### src/rtl/ds_operand_collect.sv
// Decode-stage pipeline register with operand collection.
// Holds {inst,pc} from IF, resolves rs/rt from the youngest matching bypass
// source or the regfile, stalls when the winning source is not ready, and
// keeps a saturating count of stalled cycles.
module ds_operand_collect #(
  parameter int DATA_W  = 32,
  parameter int REG_AW  = 5,
  parameter int NUM_FWD = 3,
  parameter int CNT_W   = 16
) (
  input  logic                                  clk,
  input  logic                                  reset,
  input  logic                                  flush,
  input  logic                                  fs_to_ds_valid,
  input  logic [31:0]                           fs_inst,
  input  logic [31:0]                           fs_pc,
  output logic                                  ds_allowin,
  input  logic                                  es_allowin,
  output logic                                  ds_to_es_valid,
  output logic [31:0]                           ds_inst,
  output logic [31:0]                           ds_pc,
  input  logic                                  rs_used,
  input  logic                                  rt_used,
  output logic [REG_AW-1:0]                     rf_raddr1,
  output logic [REG_AW-1:0]                     rf_raddr2,
  input  logic [DATA_W-1:0]                     rf_rdata1,
  input  logic [DATA_W-1:0]                     rf_rdata2,
  input  logic [NUM_FWD*(2+REG_AW+DATA_W)-1:0]  fwd_bus,
  output logic [DATA_W-1:0]                     rs_value,
  output logic [DATA_W-1:0]                     rt_value,
  output logic [CNT_W-1:0]                      stall_cnt
);

  localparam int SRC_W = 2 + REG_AW + DATA_W;

  typedef struct packed {
    logic              hit;
    logic              rdy;
    logic [DATA_W-1:0] data;
  } fwd_res_t;

  logic                             ds_valid_q, ds_valid_d;
  logic [31:0]                      ds_inst_q, ds_inst_d;
  logic [31:0]                      ds_pc_q, ds_pc_d;
  logic [CNT_W-1:0]                 stall_cnt_q, stall_cnt_d;

  logic [NUM_FWD-1:0]               src_vld;
  logic [NUM_FWD-1:0]               src_rdy;
  logic [NUM_FWD-1:0][REG_AW-1:0]   src_dst;
  logic [NUM_FWD-1:0][DATA_W-1:0]   src_dat;

  logic [REG_AW-1:0]                rs_addr, rt_addr;
  fwd_res_t                         rs_res, rt_res;
  logic                             blocked;
  logic                             ready_go;
  logic                             load_en;

  // Counter increment that sticks at all-ones instead of wrapping.
  function automatic logic [CNT_W-1:0] sat_inc(input logic [CNT_W-1:0] v);
    return (&v) ? v : v + 1'b1;
  endfunction

  // Youngest matching source wins: scan oldest to youngest so the last hit
  // written is the lowest index. Register 0 and unused operands never match.
  function automatic fwd_res_t pick_src(
    input logic [REG_AW-1:0]               addr,
    input logic                            used,
    input logic [NUM_FWD-1:0]              vld,
    input logic [NUM_FWD-1:0]              rdy,
    input logic [NUM_FWD-1:0][REG_AW-1:0]  dst,
    input logic [NUM_FWD-1:0][DATA_W-1:0]  dat
  );
    fwd_res_t res;
    res = '0;
    if (used && (addr != '0)) begin
      for (int i = NUM_FWD - 1; i >= 0; i--) begin
        if (vld[i] && (dst[i] == addr)) begin
          res.hit  = 1'b1;
          res.rdy  = rdy[i];
          res.data = dat[i];
        end
      end
    end
    return res;
  endfunction

  // Split the flat bypass bus into per-source fields ({valid,ready,dest,data}).
  always_comb begin
    src_vld = '0;
    src_rdy = '0;
    src_dst = '0;
    src_dat = '0;
    for (int i = 0; i < NUM_FWD; i++) begin
      src_dat[i] = fwd_bus[i*SRC_W +: DATA_W];
      src_dst[i] = fwd_bus[i*SRC_W + DATA_W +: REG_AW];
      src_rdy[i] = fwd_bus[i*SRC_W + DATA_W + REG_AW];
      src_vld[i] = fwd_bus[i*SRC_W + DATA_W + REG_AW + 1];
    end
  end

  assign rs_addr = ds_inst_q[21 +: REG_AW];
  assign rt_addr = ds_inst_q[16 +: REG_AW];

  // Resolve both operands every cycle; nothing is captured while stalled.
  always_comb begin
    rs_res = pick_src(rs_addr, rs_used, src_vld, src_rdy, src_dst, src_dat);
    rt_res = pick_src(rt_addr, rt_used, src_vld, src_rdy, src_dst, src_dat);

    if (rs_addr == '0)  rs_value = '0;
    else if (rs_res.hit) rs_value = rs_res.data;
    else                 rs_value = rf_rdata1;

    if (rt_addr == '0)  rt_value = '0;
    else if (rt_res.hit) rt_value = rt_res.data;
    else                 rt_value = rf_rdata2;
  end

  // Handshake: a not-ready winner blocks even when an older source has the value.
  always_comb begin
    blocked        = ds_valid_q & ((rs_res.hit & ~rs_res.rdy) |
                                   (rt_res.hit & ~rt_res.rdy));
    ready_go       = ~blocked;
    ds_allowin     = ~ds_valid_q | (ready_go & es_allowin);
    ds_to_es_valid = ds_valid_q & ready_go & ~flush;
    load_en        = fs_to_ds_valid & ds_allowin;
  end

  // Next-state: flush overrides the valid bit; payload and counter update independently.
  always_comb begin
    ds_valid_d  = ds_valid_q;
    ds_inst_d   = ds_inst_q;
    ds_pc_d     = ds_pc_q;
    stall_cnt_d = stall_cnt_q;

    if (ds_allowin) ds_valid_d = fs_to_ds_valid;
    if (flush)      ds_valid_d = 1'b0;

    if (load_en) begin
      ds_inst_d = fs_inst;
      ds_pc_d   = fs_pc;
    end

    if (blocked && !flush) stall_cnt_d = sat_inc(stall_cnt_q);
  end

  // State registers, all cleared asynchronously.
  always_ff @(posedge clk or posedge reset) begin
    if (reset) begin
      ds_valid_q  <= 1'b0;
      ds_inst_q   <= '0;
      ds_pc_q     <= '0;
      stall_cnt_q <= '0;
    end else begin
      ds_valid_q  <= ds_valid_d;
      ds_inst_q   <= ds_inst_d;
      ds_pc_q     <= ds_pc_d;
      stall_cnt_q <= stall_cnt_d;
    end
  end

  assign ds_inst   = ds_inst_q;
  assign ds_pc     = ds_pc_q;
  assign rf_raddr1 = rs_addr;
  assign rf_raddr2 = rt_addr;
  assign stall_cnt = stall_cnt_q;

endmodule

### config.mk
export PLATFORM = sky130hd
export DESIGN_NAME = ds_operand_collect
export DESIGN_NICKNAME = d
export VERILOG_FILES = /design/src/rtl/ds_operand_collect.sv
export SDC_FILE = /design/constraint.sdc
export NUM_CORES = 1
export LEC_CHECK = 0
export BUFFER_PORTS_ARGS = -buffer_cell sky130_fd_sc_hd__buf_2
export CORE_AREA = 5 5 155 157
export DETAILED_ROUTE_END_ITERATION = 16
export DIE_AREA = 0 0 160 162
export GPL_ROUTABILITY_DRIVEN = 0
export SLEW_MARGIN = 40
export SYNTH_ARGS = -nofsm -noshare
export SYNTH_HDL_FRONTEND = slang
export SYNTH_SLANG_ARGS = --single-unit
### constraint.sdc
create_clock -name clk -period 5.52 [get_ports clk]
set_input_delay 0.552 -clock clk [delete_from_list [all_inputs] [get_ports clk]]
set_output_delay 0.552 -clock clk [all_outputs]
set_load 0.02 [all_outputs]
After elaboration in Yosys (flattened, before gate mapping)
Cells that the tools add are included.
{"block": "op_classes", "addsub": 1, "eq_ne": 6, "n_mux": 14, "bitwise": 15, "reduce_logical": 17}
{"op": "two-way mux 34 bit", "count": 8}
{"op": "two-way mux 32 bit", "count": 4}
{"op": "== test 5 bit", "count": 6}
{"op": "adder 16 x 1 -> 16 bit (second input constant)", "count": 1}
{"op": "AND reduction 16 bit", "count": 1}
{"op": "zero test 5 bit", "count": 2}
{"op": "nonzero test 5 bit", "count": 2}
{"op": "logical AND 1 bit", "count": 9}
{"op": "bitwise AND 1 bit", "count": 7}
{"op": "inverter 1 bit", "count": 6}
{"op": "two-way mux 1 bit", "count": 2}
{"op": "OR 1 bit", "count": 2}
{"op": "AND reduction 2 bit", "count": 1}
{"op": "nonzero test 2 bit", "count": 1}
{"op": "zero test 1 bit", "count": 1}
{"block": "totals", "reg_bits": 81, "inputBits": 252, "out_inout_bits": 156, "wordCells": 57}

Longest topological paths before layout
{"block": "logic_depth", "depth_word": 15, "ltp_mapped": 10, "depth_no_buf": 7}

Worst setup path after synthesis
OpenSTA, ideal clock, no wires.
{"block": "synth_path", "path_type": "register -> output", "startpoint": "reg ds_inst_q[20], in the netlist ds_inst[20]", "endpoint": "out rt_value[11]", "arrival_ns": 2.425, "required_time_ns": 4.968, "slack_ns": 2.543, "path_stages_with_launch": 10, "n_path_buf": 2, "cell_sequence": "dfrtp_1 xnor2_1 and3_1 and2_1 clkbuf_1 nor3_1 buf_2 a221o_1 o21ai_0 o21ai_0"}
{"block": "synth_between", "elab_chain_cells": 8, "word_cells_on_any_way": 15, "cone_classes": "3 x eq/ne; 6 x mux; 6 x reduce/logical"}
{"item": "start, declared", "line_no": "43", "text": "logic [31:0] ds_inst_q, ds_inst_d;"}
{"item": "start signal, assigned", "line_no": "155", "text": "ds_inst_q <= ds_inst_d;"}
{"item": "== test 5 bit", "line_no": "77", "text": "if (vld[i] && (dst[i] == addr)) begin"}
{"item": "logical AND 1 bit", "line_no": "77"}
{"item": "two-way mux 34 bit (3 in a row)", "line_no": "77"}
{"item": "two-way mux 34 bit", "line_no": "75", "text": "if (used && (addr != '0)) begin"}
{"item": "two-way mux 32 bit", "line_no": "114", "text": "else if (rt_res.hit) rt_value = rt_res.data;"}
{"item": "two-way mux 32 bit *", "line_no": "113", "text": "if (rt_addr == '0) rt_value = '0;"}
{"item": "end, declared", "line_no": "30", "text": "output logic [DATA_W-1:0] rt_value,"}
Every way passes the cells marked *; elsewhere a longest branch is shown, timed or not.

Final worst setup path
{"block": "layout_path", "startpoint": "reg ds_inst_q[23], in the netlist ds_inst[23]", "endpoint": "out rs_value[27]"}
{"block": "layout_between", "elab_chain_cells": 8, "word_cells_on_any_way": 15, "cone_classes": "3 x eq/ne; 6 x mux; 6 x reduce/logical"}
{"item": "== test 5 bit", "line_no": "77"}
{"item": "logical AND 1 bit", "line_no": "77"}
{"item": "two-way mux 34 bit (3 in a row)", "line_no": "77"}
{"item": "two-way mux 34 bit", "line_no": "75"}
{"item": "two-way mux 32 bit", "line_no": "110", "text": "else if (rs_res.hit) rs_value = rs_res.data;"}
{"item": "two-way mux 32 bit *", "line_no": "109", "text": "if (rs_addr == '0) rs_value = '0;"}
{"item": "end, declared", "line_no": "29", "text": "output logic [DATA_W-1:0] rs_value,"}
Marks and branches as above.

==> run summary <==
CTS resizes = 0
share of cells above drive strength 1 = 52.35%
post-synthesis cell count = 601
Pre-Repair DR Iteration Count = 5
fin crit share = 74.77%
Final Skew = 0.009406 ns
power per cell area = 251.0 nW/um2
Via Count = 6,488
CTS Sinks = 81
Least-Margin Pin Slew = 0.8112 ns
# nets final = 1,226
DRC viols = 0
All-Layer GR Usage = 19.39%
cell mode on critical path = buf_4
NetSw = 0.7192 mW
most common cell after layout, fill and taps aside = buf_2
DR WL/cell = 21.02 um
crit path capture type = output port
Comb power frac = 34.8%
Setup Buffers After CTS = 0
die width = 160 um
Starting Density = 24.90%
Critical Path Start Type = flip-flop
worst-path cell chain = xnor2_1 > and3_1 > and2_1 > buf_4 > or3_1 > a21oi_2 > buf_4 > nand2_1 > o21ai_0 > buf_2
sequential area share after synthesis = 36.40%
antenna violations before repair = 0
Critical Path Sink = rs_value[27]
Critical Path Max Stage Delay = 0.62 ns
FF-to-FF setup slack = 2.04 ns
PortBufs = 407
via-per-instance ratio = 5.137
global route overflow = 0
diode count = 0
WP data arrival = 3.58 ns
Sw Share = 35.52%
status = finished, final reports clean
synthesis-to-layout area growth = 44.84%
Die H = 162 um
insertion delay to the later sink of the worst-skew pair = 0.33 ns
root buffer cell = clkbuf_16
sequential power share = 35.8%
Yosys reg bits = 81
Static Leak = 3.975 nW
critical-path maximum fanout = 33
setup_tns = 0 ns
cts-stage hold buffer count = 0
row cnt = 55
Place WS = 1.678 ns
Critical R2R Launch = ds_inst[20]
Req. time, crit path = 4.97 ns
Clock Pin Slew Worst Setup and Hold Paths = 0.06 ns
Core Box Area = 22,370 um2
commonest cells after routing, fill and taps aside = buf_2 (407), o21ai_0 (115), dfrtp_1 (81), nand2_1 (72), mux2_2 (65)
number of warnings issued by yosys = 0
Avg Inst Size Synth = 9.266 um2
I/O pin cnt = 408
Routed WL = 26.55 mm
Hold/Removal Path Class = in2async
CTS tree = done
initial drt markers = 527
CTS Buf Count = 9
Fmax = 242.3 MHz
R2R cell count = 9
RSZ-0062 raised after global routing = no
DIE AREA = 25,920 um2
Bufs on Longest Clock Path = 2
Final Hold Fails = 0
DP HPWL = 21.07 mm
final setup violation count = 0
largest net degree at the start of global routing = 64
WS Path Type = reg2out
max_cap viols = 0
vias in the first global route = 6,840
clock share of power = 29.4%
final setup margin = 1.393 ns
min Tclk post-route = 4.127 ns
Slew Viols, Final = 0
worst rel slew slack = 45.92%
Reg-to-Reg End = ds_inst[11]
Int Pwr = 1.306 mW
Cell variety after synth = 38
Critical Path Start = ds_inst[23]
Hold WS = 0.2856 ns
syn nets = 854
slowest stage cell, crit path = dfrtp_1
# H-tree levels = 3
Routed Antenna Nets = 0
Peak VDD IR = 233.3 uV
Mapped Area = 5569 um2
first-pass GRT wire length = 39.65 mm
[power by group through the flow]
stage                     combinational [mW]  sequential [mW]  clock (mW)
after floorplan                        0.337            0.800           0
after global placement                 0.704            0.733           0
after detailed placement               0.708            0.736           0
after CTS                              0.710            0.727       0.614
after global routing                   0.760            0.737       0.646
final                                  0.704            0.726       0.595
[registers in the layout, summed over array words and instances (netlist names)]
register / flops
ds_pc: 32
ds_inst: 32
stall_cnt: 16
ds_valid_q: 1
[metal layers]
| layer | vias up | track usage [%] | routed length [um] |
|---|---|---|---|
| met1 | 3045 | 22.26 | 10090 |
| met5 | - | 0 | 0 |
| met4 | 0 | 7.978 | 865 |
| met2 | 413 | 33.39 | 12970 |
| li1 | 2988 | - | - |
| met3 | 42 | 6.318 | 2614 |
[critical path, delay by kind of cell (launching register included)]
family                 cells  cell delay (ns)
buffers and inverters      3             0.84
AO/OA/AOI/OAI              2             0.71
AND/OR/NAND/NOR            4             0.89
flip-flops                 1             0.62
XOR/XNOR                   1             0.15
[layout make-up]
class | count | area [um2]
fillers | 2332 | 14300
well taps | 285 | 356.6
multi-input cells | 457 | 3231
inverters | 3 | 12.51
repair buffers | 421 | 2142
clock buffers | 11 | 242.7
flip-flops and latches | 81 | 2027
clock inverters | 5 | 55.05
[cell families after synthesis]
logic type / count (synthesis) / synth area share [%]
adder cells (fa/ha/maj): 1 / 0.2246
flip-flops: 81 / 36.40
AO/OA/AOI/OAI: 205 / 24.94
AND/OR/NAND/NOR: 141 / 12.22
buffers and inverters: 63 / 5.998
multiplexers: 65 / 13.14
XOR/XNOR: 45 / 7.077
[metrics by stage]
stage               instances  util [%]  total power [mW]  area [um2]
finish                   1263     36.07             2.025        8066
global route             1263     36.07             2.142        8066
CTS                      1263     36.07             2.052        8066
detailed placement       1247     34.74             1.444        7769
global placement         1247     34.72             1.437        7766
floorplan                 601         -             1.138        5569
[synth_stat cells (all sizes together)]
cell type | instances | area [um2]
a2111oi | 1 | 8.760
a21oi | 4 | 31.28
a221o | 64 | 640.6
a31o | 1 | 8.760
a41oi | 1 | 8.760
and2 | 2 | 12.51
and3 | 13 | 81.33
and3b | 1 | 8.760
and4 | 3 | 26.28
buf | 29 | 206.4
clkbuf | 31 | 116.4
dfrtp | 81 | 2027
ha | 1 | 12.51
inv | 3 | 11.26
mux2 | 65 | 732.0
nand2 | 72 | 270.3
nand2b | 4 | 25.02
nand3 | 11 | 55.05
nand3b | 1 | 7.510
nand4 | 12 | 75.07
nand4b | 1 | 8.760
nor2 | 9 | 33.78
nor2b | 1 | 6.260
nor3 | 5 | 25.02
o211ai | 1 | 12.51
o21ai | 131 | 655.6
o311a | 1 | 10.01
o31ai | 1 | 12.51
or3 | 2 | 12.51
or4 | 3 | 22.52
or4b | 1 | 10.01
xnor2 | 34 | 297.8
xor2 | 11 | 96.34
[how the worst min path moves through the flow]
stage,slack (ns),from,to
floorplan,0.59,stall_cnt[11],stall_cnt[11]
global route,0.33,reset,ds_inst[26]
finish,0.29,reset,ds_inst[26]
detailed placement,0.49,stall_cnt[9],stall_cnt[9]
global placement,0.48,stall_cnt[11],stall_cnt[11]
CTS,0.30,reset,ds_pc[22]
(Power assumes the default switching activity.)
